[src/rtl/sm_rr_arb4_pkg.sv]
// Shared types and constants for the four-requester round-robin arbiter.
package sm_arb_pkg;

  localparam int unsigned NUM_REQ = 4;
  localparam int unsigned ID_W    = 2;

  typedef enum logic [1:0] {
    IDLE    = 2'd0,
    GRANT   = 2'd1,
    RECOVER = 2'd2,
    SPARE   = 2'd3
  } arb_state_e;

endpackage : sm_arb_pkg

[src/rtl/sm_rr_arb4_if.sv]
// Request/grant bundle between the four clients and the arbiter.
interface sm_rr_arb4_if;
  import sm_arb_pkg::*;

  logic [NUM_REQ-1:0] req;
  logic [NUM_REQ-1:0] gnt;
  logic [ID_W-1:0]    gnt_id;
  logic               busy;
  logic               timeout;

  modport master (output req, input gnt, gnt_id, busy, timeout);
  modport slave  (input req, output gnt, gnt_id, busy, timeout);
endinterface : sm_rr_arb4_if

[src/rtl/sm_rr_arb4_pick.sv]
// Rotating-priority picker: first set request after last_id, wrapping modulo 4.
module rr_pick4
  import sm_arb_pkg::*;
(
  input  logic [NUM_REQ-1:0] i_req,
  input  logic [ID_W-1:0]    i_last_id,
  output logic [ID_W-1:0]    o_pick,
  output logic               o_any_req
);

  logic [ID_W-1:0] w_idx;
  logic            w_found;

  always_comb begin
    o_pick  = '0;
    w_idx   = '0;
    w_found = 1'b0;
    // Search last_id+1 .. last_id+4; the previous owner is visited last.
    for (int k = 1; k <= int'(NUM_REQ); k++) begin
      w_idx = ID_W'(i_last_id + ID_W'(k));
      if (!w_found && i_req[w_idx]) begin
        o_pick  = w_idx;
        w_found = 1'b1;
      end
    end
  end

  assign o_any_req = |i_req;

endmodule : rr_pick4

[src/rtl/sm_rr_arb4.sv]
// Round-robin arbiter FSM for four clients with a one-cycle recovery gap.
// Define SM_ARB_TIMEOUT_EN to bound each grant to MAX_HOLD cycles.
module sm_rr_arb4
  import sm_arb_pkg::*;
#(
  parameter int unsigned MAX_HOLD = 8,
  parameter int unsigned CNT_W    = 8
) (
  input  logic          clk,
  input  logic          reset,
  sm_rr_arb4_if.slave   bus
);

  if (MAX_HOLD < 1 || MAX_HOLD > 255 || MAX_HOLD > (2 ** CNT_W) - 1) begin : g_bad_param
    $error("sm_rr_arb4: MAX_HOLD out of range for CNT_W");
  end

  arb_state_e         r_state,   w_state_nxt;
  logic [NUM_REQ-1:0] r_gnt,     w_gnt_nxt;
  logic [ID_W-1:0]    r_gnt_id,  w_gnt_id_nxt;
  logic [ID_W-1:0]    r_last_id, w_last_id_nxt;
  logic               r_busy,    w_busy_nxt;
  logic               r_timeout, w_timeout_nxt;
`ifdef SM_ARB_TIMEOUT_EN
  logic [CNT_W-1:0]   r_hold_cnt, w_hold_cnt_nxt;
`endif

  logic [ID_W-1:0]    w_pick;
  logic               w_any_req;

  rr_pick4 u_pick (
    .i_req     (bus.req),
    .i_last_id (r_last_id),
    .o_pick    (w_pick),
    .o_any_req (w_any_req)
  );

  always_ff @(posedge clk) begin
    if (reset) begin
      r_state    <= IDLE;
      r_gnt      <= '0;
      r_gnt_id   <= '0;
      r_last_id  <= ID_W'(NUM_REQ - 1);
      r_busy     <= 1'b0;
      r_timeout  <= 1'b0;
`ifdef SM_ARB_TIMEOUT_EN
      r_hold_cnt <= '0;
`endif
    end else begin
      r_state    <= w_state_nxt;
      r_gnt      <= w_gnt_nxt;
      r_gnt_id   <= w_gnt_id_nxt;
      r_last_id  <= w_last_id_nxt;
      r_busy     <= w_busy_nxt;
      r_timeout  <= w_timeout_nxt;
`ifdef SM_ARB_TIMEOUT_EN
      r_hold_cnt <= w_hold_cnt_nxt;
`endif
    end
  end

  always_comb begin
    w_state_nxt    = r_state;
    w_gnt_nxt      = r_gnt;
    w_gnt_id_nxt   = r_gnt_id;
    w_last_id_nxt  = r_last_id;
    w_busy_nxt     = r_busy;
    w_timeout_nxt  = 1'b0;
`ifdef SM_ARB_TIMEOUT_EN
    w_hold_cnt_nxt = r_hold_cnt;
`endif
    case (r_state)
      IDLE: begin
        if (w_any_req) begin
          w_state_nxt    = GRANT;
          w_gnt_nxt      = NUM_REQ'(1) << w_pick;
          w_gnt_id_nxt   = w_pick;
          w_last_id_nxt  = w_pick;
          w_busy_nxt     = 1'b1;
`ifdef SM_ARB_TIMEOUT_EN
          w_hold_cnt_nxt = CNT_W'(1);
`endif
        end else begin
          w_gnt_nxt  = '0;
          w_busy_nxt = 1'b0;
        end
      end
      GRANT: begin
        // Owner release takes precedence over the hold limit.
        if (!bus.req[r_gnt_id]) begin
          w_state_nxt = RECOVER;
          w_gnt_nxt   = '0;
          w_busy_nxt  = 1'b0;
        end
`ifdef SM_ARB_TIMEOUT_EN
        else if (r_hold_cnt == CNT_W'(MAX_HOLD)) begin
          w_state_nxt   = RECOVER;
          w_gnt_nxt     = '0;
          w_busy_nxt    = 1'b0;
          w_timeout_nxt = 1'b1;
        end else if (r_hold_cnt != '1) begin
          w_hold_cnt_nxt = r_hold_cnt + CNT_W'(1);
        end
`endif
      end
      RECOVER: begin
        w_state_nxt = IDLE;
        w_gnt_nxt   = '0;
        w_busy_nxt  = 1'b0;
      end
      default: begin
        w_state_nxt = IDLE;
        w_gnt_nxt   = '0;
        w_busy_nxt  = 1'b0;
      end
    endcase
  end

  assign bus.gnt     = r_gnt;
  assign bus.gnt_id  = r_gnt_id;
  assign bus.busy    = r_busy;
  assign bus.timeout = r_timeout;

endmodule : sm_rr_arb4

[src/flat_wrapper.sv]
// flat-port wrapper written by rule: the top's interface ports become plain ports
module sm_rr_arb4_flat import sm_arb_pkg::*;
#(
  parameter int unsigned MAX_HOLD = 8,
  parameter int unsigned CNT_W    = 8
)
  (clk, reset, bus_req, bus_gnt, bus_gnt_id, bus_busy, bus_timeout);
  sm_rr_arb4_if bus_i ();
  input  logic clk;
  input  logic reset;
  input wire logic [$bits(bus_i.req)-1:0] bus_req;
  output wire logic [$bits(bus_i.gnt)-1:0] bus_gnt;
  output wire logic [$bits(bus_i.gnt_id)-1:0] bus_gnt_id;
  output wire logic [$bits(bus_i.busy)-1:0] bus_busy;
  output wire logic [$bits(bus_i.timeout)-1:0] bus_timeout;
  assign bus_i.req = bus_req;
  assign bus_gnt = bus_i.gnt;
  assign bus_gnt_id = bus_i.gnt_id;
  assign bus_busy = bus_i.busy;
  assign bus_timeout = bus_i.timeout;
  sm_rr_arb4 #(.MAX_HOLD(MAX_HOLD), .CNT_W(CNT_W)) u_core (.clk(clk), .reset(reset), .bus(bus_i));
endmodule
[config.mk]
export PLATFORM = sky130hd
export DESIGN_NAME = sm_rr_arb4_flat
export DESIGN_NICKNAME = d
export VERILOG_FILES = /design/src/rtl/sm_rr_arb4_pkg.sv /design/src/rtl/sm_rr_arb4_if.sv /design/src/rtl/sm_rr_arb4_pick.sv /design/src/rtl/sm_rr_arb4.sv /design/src/flat_wrapper.sv
export SDC_FILE = /design/constraint.sdc
export NUM_CORES = 1
export LEC_CHECK = 0
export BUFFER_PORTS_ARGS = -buffer_cell sky130_fd_sc_hd__buf_2
export CAP_MARGIN = 20
export CORE_AREA = 3 3 40 42
export CTS_CLUSTER_DIAMETER = 200
export DETAILED_ROUTE_END_ITERATION = 8
export DIE_AREA = 0 0 43 45
export GPL_ROUTABILITY_DRIVEN = 0
export GPL_TIMING_DRIVEN = 0
export SLEW_MARGIN = 10
export SYNTH_ARGS = -nofsm -noshare
export SYNTH_HDL_FRONTEND = slang
export SYNTH_SLANG_ARGS = --single-unit
[constraint.sdc]
create_clock -name clk -period 1.6 [get_ports clk]
set_input_delay 0.32 -clock clk [delete_from_list [all_inputs] [get_ports clk]]
set_output_delay 0.32 -clock clk [all_outputs]
set_load 0.01 [all_outputs]
# After elaboration in Yosys (flattened, before gate mapping)
# Index checks and enable logic that the tools add are counted.
[totals]
wordCells = 53
register_bits = 11
[op_classes]
mux = 26
eq_ne = 3
order_cmp = 5
addsub = 3
shift = 1
reduce_logical = 10
[op_table]
columns = ["op", "count"]
rows = [
  ["$lt 2x3->1 const B", 5],
  ["$mux 2", 6],
  ["$bmux 1 s2", 5],
  ["$mux 1", 10],
  ["$mux 4", 2],
  ["$pmux 4 s2", 1],
  ["$add 2x2->2 const B", 2],
  ["$ne 2x2->1 const B", 2],
  ["$pmux 2 s2", 1],
  ["$reduce_and 2->1", 2],
  ["$reduce_or 4->1", 1],
  ["$shl 1x2->4 const A", 1],
  ["$logic_and 1x1->1", 3],
  ["$logic_not 1->1", 3],
  ["$add 2x1->2 const B", 1],
  ["$eq 2x1->1 const B", 1],
  ["$logic_not 2->1", 1],
  ["$pmux 1 s2", 1],
]

# Longest topological paths before layout
# Gate-level depths: netlist (run 1).
[depth]
ltp_word = 16
depth_mapped = 5

# Modules after synthesis
# A second synthesis (run 1) with hierarchy kept.
[unflattened]
hier_cells = 61
hier_area_um2 = 536.8
[modules_own_cells]
columns = ["mod", "instances", "seq_area_each_um2", "cells_per_inst", "area_each_um2"]
rows = [
  ["sm_rr_arb4", 1, 220.2, 47, 455.4],
  ["rr_pick4", 1, 0.0, 14, 81.3],
]

# Worst setup path before layout (run 1)
# OpenSTA, ideal clock, no wires.
[synth_timing]
kind = "register to register"
start = "register u_core.r_gnt_id[0], in the netlist u_core.bus.gnt_id[0]"
end = "register u_core.r_gnt[0], in the netlist u_core.bus.gnt[0]"
path_stages_with_launch = 4
path_slack_ns = 0.123
t_arrival_ns = 1.361
setup_ns = 0.117
n_path_buf = 0
path_cell_list = "dfxtp_1 > mux4_2 > and4b_1 > a22o_1"
[synth_via]
elab_chain_len = 3
[synth_lines]
columns = ["item", "line", "rtl"]
rows = [
  ["start, declared", "sm_rr_arb4.sv:20", "logic [ID_W-1:0] r_gnt_id, w_gnt_id_nxt;"],
  ["start signal, assigned", "sm_rr_arb4.sv:52", "r_gnt_id <= w_gnt_id_nxt;"],
  ["$bmux 1 s2", "sm_rr_arb4.sv:90", "if (!bus.req[r_gnt_id]) begin"],
  ["$mux 1 (not written as such)", "sm_rr_arb4.sv:90", ""],
  ["$ne 2x2->1 (no source line)", "n/a", ""],
  ["end signal, assigned", "sm_rr_arb4.sv:51", "r_gnt <= w_gnt_nxt;"],
  ["end, declared", "sm_rr_arb4.sv:19", "logic [NUM_REQ-1:0] r_gnt, w_gnt_nxt;"],
]
# No other way between the ends. The select of a mux whose other input is x is not followed.
# A chain may end at the register's enable or synchronous reset.

# Final worst setup path (run 1)
# Same ends and word-level chain as after synthesis.

==> metrics, run 1 <==
status complete, no violations; Synth Area in XOR/XNOR 0%; initial antenna violation count 0; Num CTS Buffers 3; GR Util met3 2.39%; commonest non-fill, non-tap cells in the layout buf_2 (11), dfxtp_1 (11), nor2_1 (7), nand2_1 (5); Detailed Route Iter0 Violations 8; grt peak-use layer met2; effective utilization at floorplan between 40% and 50%; Syn Nets 62; CP endpoint kind register; Total GRT Usage 13.3%; Ys Warns 0; GR Overflow Total 0; Setup Buffers After CTS 0; via/cell ratio 5.48; Clock Skews 0.00310 ns; clock buffer depth 2; number of synthesized flops with an enable pin 0; final-report hold violation count 0; drt pass-1 iters 4; crit path DAT 1.66 ns; largest net degree at the start of global routing 11; first-pass GRT wire length 1870 um; hold crit path type in2reg; H-tree Lvls 1; Primary FF master, synth dfxtp_1; Routed WL per cell roughly 12 um; setup TNS 0 ns; Max-cap violations 0; final count of pins violating max slew 0; via count 471; compound-gate portion of the synthesized area between 20% and 30%; maximum VDD drop 0.000587 V; Final ANT Viol Nets 0; PD cells approximately 1100 nW/um^2; synthesized cell area 533 sq um; Synth Area per Inst 9.52 sq um; setup violators final 0; Leak 0.000276 uW; Synth async-reset ratio 0%; Final HPWL DP between 800 and 900 um; Distinct cells, synth 30; Die Wd 43 um; post-synth top area share 41.3%; Placement Rows 13; die area a little under 2000 sq um; PostCTS Resize Cnt 0; fmax between 0.6 and 0.7 GHz; # port buffers 11; post-synthesis sequential area ratio 41.3%; simple-gate share of the synthesized area 22.8%; Area Growth Syn to Fin 18.8%; Crit Path Category reg2reg; Place WS 0.0256 ns; setup ws final 0.106 ns; Core Region between 1000 and 1500 sq um; RSZ-0062 raised after global routing no; type of origin of the critical path register; Worst Path Required 1.76 ns; via count of the first global-routing pass 444; NumNets Final 78; mux cell area share after synthesis 4.23%; met1 Resource Use GR 15.6%; Top Ports 14; final worst path period share 93.4%; Clock Latency Late Sink 0.27 ns; final WL 1070 um; diode count 0; Synth Instances 56; flops & latches, synth 11; minimum clock period after layout roughly 1.5 ns; CTS tree yes; Die H 45 um; DRC 0; adder-cell share of the synthesized area 0%; M2 GR Usage 21.3%; Critical Path Fanout Max 3; clock-pin slew on the worst setup and hold paths 0.07 ns; Hold-fix buffers, CTS 0; clock sinks 11; post-synth top area cell dfxtp_1; share of layout cells above drive strength 1 a little over a quarter; synth top area cells dfxtp_1 (41%), a2111oi_4 (5.2%), nor2_1 (4.9%), mux4_2 (4.2%), nand2_1 (3.5%); largest family of logic cells by synthesized area compound AO/OA/AOI/OAI gates; CTS Root Cell clkbuf_4
## sequential cells by signal (all words and copies together), names as in the netlist
register and count:
u_core.bus.gnt 4, u_core.bus.gnt_id 2, u_core.r_last_id 2, u_core.r_state 2, u_core.bus.busy 1
## kinds of logic after synthesis
group / Yosys count
mux: 1
flops: 11
other cells: 1
compound gates: 16
simple gates: 22
buf+inv: 5
## final timing paths
path	start	end	slack (ns)	cells after the start
max reg2reg	u_core.bus.gnt_id[0]$_SDFFE_PP0P_	u_core.bus.gnt[0]$_SDFFE_PP0P_	0.11	3
min reg2reg	u_core.bus.gnt[1]$_SDFFE_PP0P_	u_core.bus.gnt[1]$_SDFFE_PP0P_	0.45	2
min	reset	u_core.r_state[0]$_SDFFE_PP0P_	0.43	2
max	u_core.bus.gnt_id[0]$_SDFFE_PP0P_	u_core.bus.gnt[0]$_SDFFE_PP0P_	0.11	3
## power breakdown
group / internal, uW / total [uW] / switching, uW
combinational: 86.7 / 188 / 101
sequential: 310 / 340 / 30.4
clock: 96.7 / 189 / 92.4
total: 493 / 717 / 224
## critical path: stages (launching register included)
cell and delay, ns:
dfxtp_1 0.37, mux4_2 0.55, and4b_1 0.24, a22o_1 0.23
## per-layer routing
layer / wire, um / vias to the layer above / part of all wire (%)
met1: 476 / 217 / 44
met3: 73 / 5 / 6.8
met4: 38 / 0 / 3.5
li1: - / 236 / -
met5: 0 / - / 0
met2: 483 / 13 / 45
## metrics by stage
stage / std cells / instance area (sq um) / power (uW) / utilization, % / hold slack, ns
floorplan: 56 / 533 / 479 / - / 0.479
global placement: 82 / 607 / 537 / 47.2 / 0.437
detailed placement: 82 / 607 / 534 / 47.2 / 0.440
CTS: 86 / 633 / 724 / 49.3 / 0.435
global route: 86 / 633 / 764 / 49.3 / 0.471
finish: 86 / 633 / 717 / 49.3 / 0.430
## cell type report
type	instances	area (sq um)
inverters	3	11.3
well taps	15	18.8
plain buffers	2	11.3
multi-input cells	40	290
flip-flops and latches	11	220
clock buffers	4	26.3
repair buffers	11	55.1
fillers	121	652
## cell usage after synthesis, types with 2 or more instances
master	count
nor2_1	7
a21oi_1	3
nand2_1	5
a211o_1	2
inv_1	3
nor3_1	2
dfxtp_1	11
Power figures use the tool's default switching activity.
==> inputs of run 2 (changes only) <==
- RECOVER_POWER: unset -> 100
==> run 2 against run 1 <==
  * Sequential power about the same
  * Critical path depth unchanged
  * Clock skew about the same
  * Register-to-register slack about the same
  * Highest routed layer unchanged
  * Via count increased by 1.3%
  * Worst setup slack improved by 0.0042 ns
  * Non-clock buffer count unchanged
  * Clock power about the same
  * Worst hold slack improved by 0.0069 ns
  * Flip-flop and latch count unchanged
  * Sequential share of layout area increased by 0.49 points
  * Final cell count unchanged
==> metrics, run 2 (same netlist as run 1, synthesis figures left out) <==
status complete, no violations; Leak roughly 0.00025 uW; RSZ-0062 raised after global routing no; non-filler cells, final 86; Die Wd between 40 and 50 um; largest net degree at the start of global routing 11; hold path endpoint u_core.r_state[0]$_SDFFE_PP0P_; grt peak-use layer met2; DRC 0; Max-cap violations 0; clock-pin slew on the worst setup and hold paths 0.07 ns; Clock Latency Late Sink 0.27 ns; Placement Rows 13; Total GRT Usage 13.3%; Worst Hold Launch reset; initial antenna violation count 0; Clk pwr share 26.5%; final WL around 1100 um; Setup Buffers After CTS 0; GR Overflow Total 0; final count of pins violating max slew 0; most common cell after layout, fill and taps aside dfxtp_1; Psw 223 uW; Area Growth Syn to Fin 17.1%; # placed instances 82; CP endpoint kind register; share of layout cells above drive strength 1 16.9%; M2 GR Usage 21.3%; Final HPWL DP ~820 um; maximum VDD drop approximately 0.0006 V; R2R Path End u_core.bus.gnt[0]$_SDFFE_PP0P_; GR Util met3 2.39%; minimum clock period after layout 1.49 ns; Crit Path Category reg2reg; fillers ~130; met1 Resource Use GR 15.6%; Critical Path Fanout Max 3; CTS tree yes; first-pass GRT wire length 1870 um; Core Region 1280 sq um; crit path DAT between 1.5 and 2 ns; hold crit path type in2reg; setup TNS 0 ns; power share of the combinational group about a quarter; clock buffer depth 2; Hold-fix buffers, CTS 0; Critical R2R Launch u_core.bus.gnt_id[0]$_SDFFE_PP0P_; fmax 0.671 GHz; clock sinks 11; via count of the first global-routing pass approximately 440; Reg power frac 48.0%; effective utilization at floorplan 41.5%; worst hold path stage count 2; PD cells 1140 nW/um^2; Routed WL per cell 12.6 um; via/cell ratio 5.55; NumNets Final 78; commonest non-fill, non-tap cells in the layout dfxtp_1 (11), clkbuf_1 (9), nor2_1 (7), nand2_1 (5), buf_2 (4); CTS Root Cell clkbuf_4; Num CTS Buffers 3; reg2reg setup slack 0.11 ns; via count ~480; Int Power 487 uW; drt pass-1 iters 4; WHS 0.437 ns; sw frac 31.4%; R2R depth 3; diode count 0; Detailed Route Iter0 Violations 7; type of origin of the critical path register; setup violators final 0; Post-DP Area 607 sq um; # port buffers 11; final worst path period share ~93%; final-report hold violation count 0; Die H 45 um; H-tree Lvls 1; Top Ports 14; max reg flops 4; Finished Cell Area 624 sq um; PostCTS Resize Cnt 0; Clock Skews 0.00313 ns; Worst Path Required 1.76 ns; die area 1940 sq um; Final ANT Viol Nets 0
==> run 2: changes by cell type in the layout (fill, tap and decap cells not counted) <==
| cell | change |
|---|---|
| buf_2 | -7 |
| clkbuf_1 | +7 |
| o21ai_0 | +1 |
| o21ai_1 | -1 |
==> run 2: how the worst max path moves through the flow <==
stage                                           start                        endpoint  slack [ns]  cells after the start
floorplan           u_core.bus.gnt_id[0]$_SDFFE_PP0P_  u_core.bus.gnt[0]$_SDFFE_PP0P_        0.12                      3
global placement                           bus_req[1]  u_core.bus.gnt[2]$_SDFFE_PP0P_        0.03                      5
detailed placement                         bus_req[1]  u_core.bus.gnt[2]$_SDFFE_PP0P_        0.03                      5
CTS                 u_core.bus.gnt_id[0]$_SDFFE_PP0P_  u_core.bus.gnt[0]$_SDFFE_PP0P_        0.10                      3
global route        u_core.bus.gnt_id[0]$_SDFFE_PP0P_  u_core.bus.gnt[0]$_SDFFE_PP0P_        0.02                      3
finish              u_core.bus.gnt_id[0]$_SDFFE_PP0P_  u_core.bus.gnt[0]$_SDFFE_PP0P_        0.11                      3
==> run 2: power groups by stage <==
| stage | Combinational [uW] | Sequential (uW) | Clock, uW |
|---|---|---|---|
| after global placement | 190 | 347 | 0 |
| after floorplan | 124 | 355 | 0 |
| after detailed placement | 188 | 347 | 0 |
| after global routing | 199 | 348 | 211 |
| final | 181 | 341 | 188 |
| after CTS | 189 | 340 | 194 |
==> run 2: area by class of cell <==
type	count	area, sq um	share of cell area, %
Tap cell	15	18.8	3.01
Clock buffer	4	26.3	4.21
Multi-Input combinational cell	40	290	46.5
Inverter	3	11.3	1.80
Timing Repair Buffer	11	46.3	7.41
Sequential cell	11	220	35.3
Buffer	2	11.3	1.80
==> run 2: critical path, cell delays in order, from the launching register on <==
cell and delay [ns]:
dfxtp_1 0.37, mux4_2 0.55, and4b_1 0.24, a22o_1 0.23
==> run 2: metal layers <==
metal / wire length (um) / up-vias
li1: - / 238
met1: 495 / 219
met2: 478 / 15
met3: 73 / 5
met4: 38 / 0
met5: 0 / -
==> run 2: per-stage QoR <==
step / util [%] / setup WS (ns) / power (uW)
6_report: 48.6 / 0.110 / 710
5_1_grt: 48.6 / 0.0194 / 759
4_1_cts: 49.3 / 0.102 / 724
3_5_place_dp: 47.2 / 0.0256 / 534
3_3_place_gp: 47.2 / 0.0310 / 537
2_1_floorplan: - / 0.123 / 479
